[config.mk]
export PLATFORM = sky130hd
export DESIGN_NAME = truth_table_scanner
export DESIGN_NICKNAME = d
export VERILOG_FILES = /design/src/rtl/truth_table_scanner.sv
export SDC_FILE = /design/constraint.sdc
export NUM_CORES = 1
export LEC_CHECK = 0
export ABC_AREA = 1
export BUFFER_PORTS_ARGS = -buffer_cell sky130_fd_sc_hd__buf_2
export CORE_MARGIN = 1.5
export CORE_UTILIZATION = 44
export DETAILED_ROUTE_END_ITERATION = 16
export HOLD_SLACK_MARGIN = 0.02
export PLACE_DENSITY = 0.7
export SLEW_MARGIN = 20
export SYNTH_ARGS = -nofsm -noshare
export SYNTH_HDL_FRONTEND = slang
export SYNTH_SLANG_ARGS = --single-unit
[constraint.sdc]
create_clock -name clk -period 4.5 [get_ports clk]
set_clock_uncertainty 0.2 [all_clocks]
set_input_delay 0.45 -clock clk [delete_from_list [all_inputs] [get_ports clk]]
set_output_delay 0.45 -clock clk [all_outputs]
set_load 0.02 [all_outputs]
[src/rtl/truth_table_scanner.sv]
// truth_table_scanner
//
// Drives the three select/data inputs {a,b,c} of a combinational function
// block through all eight combinations. Each vector is held for a
// programmable settle time. The returned function output is captured into
// an 8-bit truth table, which is compared against a golden table. A scan is
// started by a pulse on start. Completion is signalled by a one-cycle done
// pulse. The results then hold until the next accepted start.
//
// Parameters
//   SETTLE    cycles each vector spends in DRIVE before its sample cycle (1..15)
//   EXPECTED  golden truth table, bit i = expected s for {a,b,c} = i
//
// Ports
//   clk             in   rising-edge clock
//   rst             in   asynchronous active-high reset
//   start           in   scan request, honoured only in IDLE
//   a_out/b_out/c_out out stimulus vector, {a,b,c} = idx
//   s_in            in   function output from the block under test
//   busy            out  high while driving/sampling vectors
//   done            out  one-cycle completion pulse
//   table_out       out  captured truth table
//   mismatch_count  out  number of table bits differing from EXPECTED
//   first_fail      out  lowest mismatching index (0 if none)
//   match           out  1 when the last completed scan had no mismatches

module truth_table_scanner #(
  parameter int unsigned SETTLE   = 1,
  parameter logic [7:0]  EXPECTED = 8'hA5
) (
  input  logic       clk,
  input  logic       rst,
  input  logic       start,
  output logic       a_out,
  output logic       b_out,
  output logic       c_out,
  input  logic       s_in,
  output logic       busy,
  output logic       done,
  output logic [7:0] table_out,
  output logic [3:0] mismatch_count,
  output logic [2:0] first_fail,
  output logic       match
);

  typedef enum logic [1:0] {
    IDLE   = 2'd0,
    DRIVE  = 2'd1,
    SAMPLE = 2'd2,
    DONE   = 2'd3
  } state_t;

  // The settle counter counts down to zero, so DRIVE lasts exactly SETTLE cycles.
  localparam logic [3:0] SETTLE_LOAD = 4'(SETTLE - 1);

  state_t     state_q;
  logic [2:0] idx_q;
  logic [3:0] settle_q;
  logic [7:0] table_q;
  logic [3:0] mm_count_q;
  logic [2:0] first_fail_q;
  logic       ff_seen_q;
  logic       match_q;

  // Next values used by the SAMPLE state.
  logic       bit_miss_d;
  logic [3:0] mm_count_d;
  logic [7:0] table_d;

  always_comb begin
    bit_miss_d       = (s_in != EXPECTED[idx_q]);
    mm_count_d       = bit_miss_d ? (mm_count_q + 4'd1) : mm_count_q;
    table_d          = table_q;
    table_d[idx_q]   = s_in;
  end

  always_ff @(posedge clk or posedge rst) begin
    if (rst) begin
      state_q      <= IDLE;
      idx_q        <= 3'd0;
      settle_q     <= 4'd0;
      table_q      <= 8'h00;
      mm_count_q   <= 4'd0;
      first_fail_q <= 3'd0;
      ff_seen_q    <= 1'b0;
      match_q      <= 1'b0;
    end else begin
      case (state_q)
        IDLE: begin
          if (start) begin
            state_q      <= DRIVE;
            idx_q        <= 3'd0;
            settle_q     <= SETTLE_LOAD;
            table_q      <= 8'h00;
            mm_count_q   <= 4'd0;
            first_fail_q <= 3'd0;
            ff_seen_q    <= 1'b0;
            match_q      <= 1'b0;
          end
        end

        DRIVE: begin
          if (settle_q == 4'd0) begin
            state_q <= SAMPLE;
          end else begin
            settle_q <= settle_q - 4'd1;
          end
        end

        SAMPLE: begin
          table_q    <= table_d;
          mm_count_q <= mm_count_d;
          if (bit_miss_d && !ff_seen_q) begin
            first_fail_q <= idx_q;
            ff_seen_q    <= 1'b1;
          end
          if (idx_q == 3'd7) begin
            // Verdict is registered on DONE entry so it is valid alongside done.
            state_q <= DONE;
            idx_q   <= 3'd0;
            match_q <= (mm_count_d == 4'd0);
          end else begin
            state_q  <= DRIVE;
            idx_q    <= idx_q + 3'd1;
            settle_q <= SETTLE_LOAD;
          end
        end

        DONE: begin
          state_q <= IDLE;
        end

        default: begin
          state_q <= IDLE;
        end
      endcase
    end
  end

  // Every output comes straight from a register or from a decode of the state
  // register alone, so nothing here can glitch on start.
  assign a_out          = idx_q[2];
  assign b_out          = idx_q[1];
  assign c_out          = idx_q[0];
  assign busy           = (state_q == DRIVE) || (state_q == SAMPLE);
  assign done           = (state_q == DONE);
  assign table_out      = table_q;
  assign mismatch_count = mm_count_q;
  assign first_fail     = first_fail_q;
  assign match          = match_q;

endmodule

==> impl_metrics.tcl <==
set metrics [dict create \
    finalHoldViolations 26 \
    grt_pass1_wl_mm 5.24 \
    use_met2 0.277 \
    slew_violations 0 \
    drt_iter0_drc 49 \
    io_buffer_count 24 \
    r2r_cells 6 \
    ys.warnings.count 0 \
    grt_max_degree 27 \
    whs_ps -10.8 \
    peakVddDrop_v 0.000268 \
    top_usage_layer "met1" \
    end_kind "register" \
    cts-resized-gates 0 \
    area_delta_synth_final_pct 13.2 \
    maxSlewHeadroom 0.393 \
    critPathMaxStageDelay_ps 570 \
    cts-root-buf "clkbuf_4" \
    reg2reg_slack_ps 1910 \
    regArea_sq_um 651 \
    stdcell_area_sq_um 1690 \
    multi_input_area_sq_um 723 \
    clock_latency_ps 320 \
    ctsHoldBuffers 0 \
    cp.arrival_ps 2630 \
    p_per_area_nw_per_um2 550 \
    synthesis.area_sq_um 1490 \
    run_status "finished, violations left" \
    min_period_over_period 0.575 \
    ys_seq_elements 26 \
    die_y_microns 61.2 \
    cts_setup_buffers 0 \
    nFillCells 305 \
    row_count 20 \
    critical_path_class "register to register" \
    antenna_found_initial 0 \
    cp-startpoint "state_q[0]" \
    r2r_end "table_out[0]" \
    dieArea_sq_um 3750 \
    final_cells 262 \
    ys_seq_area_frac 0.436 \
    hp-class "input pin to asynchronous set/reset pin" \
    cp_max_fo 12 \
    cp_common_cell "inv_1" \
    switching_share 0.485 \
    initial_core_util 0.477 \
    vias 1301 \
    ant_nets 0 \
    clkPwrFrac 0.126 \
    place_inst 258 \
    post-dp-hpwl_mm 2.22 \
    dr.pass1.iters 4 \
    start_kind "register" \
    fmax_ghz 0.386 \
    p_seq_frac 0.366 \
    crit_chain "inv_1 > ha_1 > inv_1 > nor2_1 > nand2_1 > o22ai_1" \
    tns_ps 0 \
    rsz0062_at_grt "false" \
    clockBufferDepth 2 \
    wl_per_cell_microns 11.4 \
    clk_pin_slew_ps 140 \
    diodes 0 \
    dpl_cell_area_sq_um 1650 \
    h-tree-depth 1 \
    worstReg2RegStart "state_q[0]" \
    drv_cap 0 \
    worstPathRequired_ps 4550 \
    gp_congestion 0.813 \
    nets 234 \
    setup_viol 0 \
    die_x_microns 61.2 \
    synth_fp_nets 208 \
    worstMarginPinSlew_ps 905 \
    drc 0 \
    syn_avg_cell_area_sq_um 7.73 \
    syn_inst 193 \
    drive_above_1_share 0.179 \
    use_met3 0.0315 \
    cts_buffers 3 \
    synth.distinct_cells 19 \
    met1_usage 0.280 \
    core-area_sq_um 3130 \
    fin_crit_ps 2590 \
    grt.total_usage 0.191 \
    wl_mm 2.99 \
    violations "negative hold slack" \
    cpMaxStageDelayCell "nor2_1" \
    pin_count 25 \
    combPwrFrac 0.508 \
    via_per_inst 4.97 \
    first_global_vias 1164 \
    grt_overflow 0 \
    p_sw_mw 0.451 \
    cts_sinks 26 \
    p_int_mw 0.478 \
    cts_tree "yes" \
    power_leakage_nw 0.921 \
    fin_total_pwr_mw 0.930 \
]
## cell usage in the layout (no fill, tap or decap)
master     n
a21oi_1   10
nor2_1    11
xor2_1     1
clkbuf_8   1
nand2_2    7
o22ai_1    7
nor3_1     4
nand4_1    4
clkbuf_4   3
inv_1     25
o21ai_1    1
o21ai_0   11
buf_2     24
nand2_1   48
dfrtp_1   26
clkinv_1   1
ha_1      11
o21ai_2    1
nand3_1   18
or2_2      1
inv_2      2
nand3b_1   1
## layout make-up
type	count	area share
multi-input cells	136	0.428
flip-flops and latches	26	0.385
repair buffers	24	0.0711
inverters	28	0.0622
well taps	44	0.0326
clock buffers	4	0.0215
## logic make-up after synthesis
| group | count (synthesis) | share of synthesized area |
|---|---|---|
| simple gates | 94 | 0.277 |
| compound gates | 30 | 0.109 |
| flops | 26 | 0.436 |
| fa+ha+maj | 11 | 0.0922 |
| xor+xnor | 1 | 0.00587 |
| buf+inv | 31 | 0.0796 |
## through the flow
stage	worst slack (ps)	utilization
after global routing	1640	0.540
after detailed placement	1780	0.529
final	1910	0.540
after CTS	1730	0.540
after global placement	1950	0.529
after floorplan	2650	-
## Yosys cell counts
cell      count  area (sq um)
nor2_1       11          41.3
buf_2         2          10.0
xor2_1        1          8.76
or2_2         1          6.26
o21ai_2       1          8.76
clkbuf_1      1          3.75
nand2_2       7          43.8
nor3_1        4          20.0
nand3b_1      1          7.51
o22ai_1       7          43.8
inv_2         2          7.51
a21oi_1      10          50.1
ha_1         11           138
inv_1        26          97.6
nand2_1      48           180
nand4_1       4          25.0
nand3_1      18          90.1
o21ai_0      12          60.1
dfrtp_1      26           651
## power by group through the flow
stage,clock network (mW),logic (mW),registers (mW)
floorplan,0,0.327,0.374
global placement,0,0.471,0.343
detailed placement,0,0.474,0.345
CTS,0.123,0.477,0.340
global route,0.133,0.544,0.350
finish,0.117,0.472,0.340
## worst max-delay path, delay by kind of cell (launching register included)
kind / cells / cell delay, ps
AND/OR/NAND/NOR: 2 / 900
flip-flops: 1 / 460
adder cells (fa/ha/maj): 1 / 420
buffers and inverters: 2 / 270
AO/OA/AOI/OAI: 1 / 260
## sequential cells by signal (all words and copies together), names as in the netlist
register,flops
ff_seen_q,1
first_fail,3
idx_q,3
match,1
mismatch_count,4
settle_q,4
state_q,2
table_out,8
## layer usage
| layer | part of all wire | wire length (microns) | up-vias |
|---|---|---|---|
| met1 | 0.52 | 1560 | 595 |
| li1 | - | - | 678 |
| met3 | 0.039 | 117 | 4 |
| met4 | 0.017 | 52 | 0 |
| met5 | 0 | 0 | - |
| met2 | 0.42 | 1250 | 24 |
## worst max-delay path by stage
| stage | end | slack [ps] | cells past startpoint |
|---|---|---|---|
| after global placement | first_fail[1] | 1950 | 7 |
| after global routing | table_out[0] | 1640 | 6 |
| final | table_out[0] | 1910 | 6 |
| after detailed placement | first_fail[2] | 1780 | 7 |
| after CTS | first_fail[0] | 1730 | 7 |
| after floorplan | settle_q[2] | 2650 | 8 |
(Power assumes the default switching activity.)
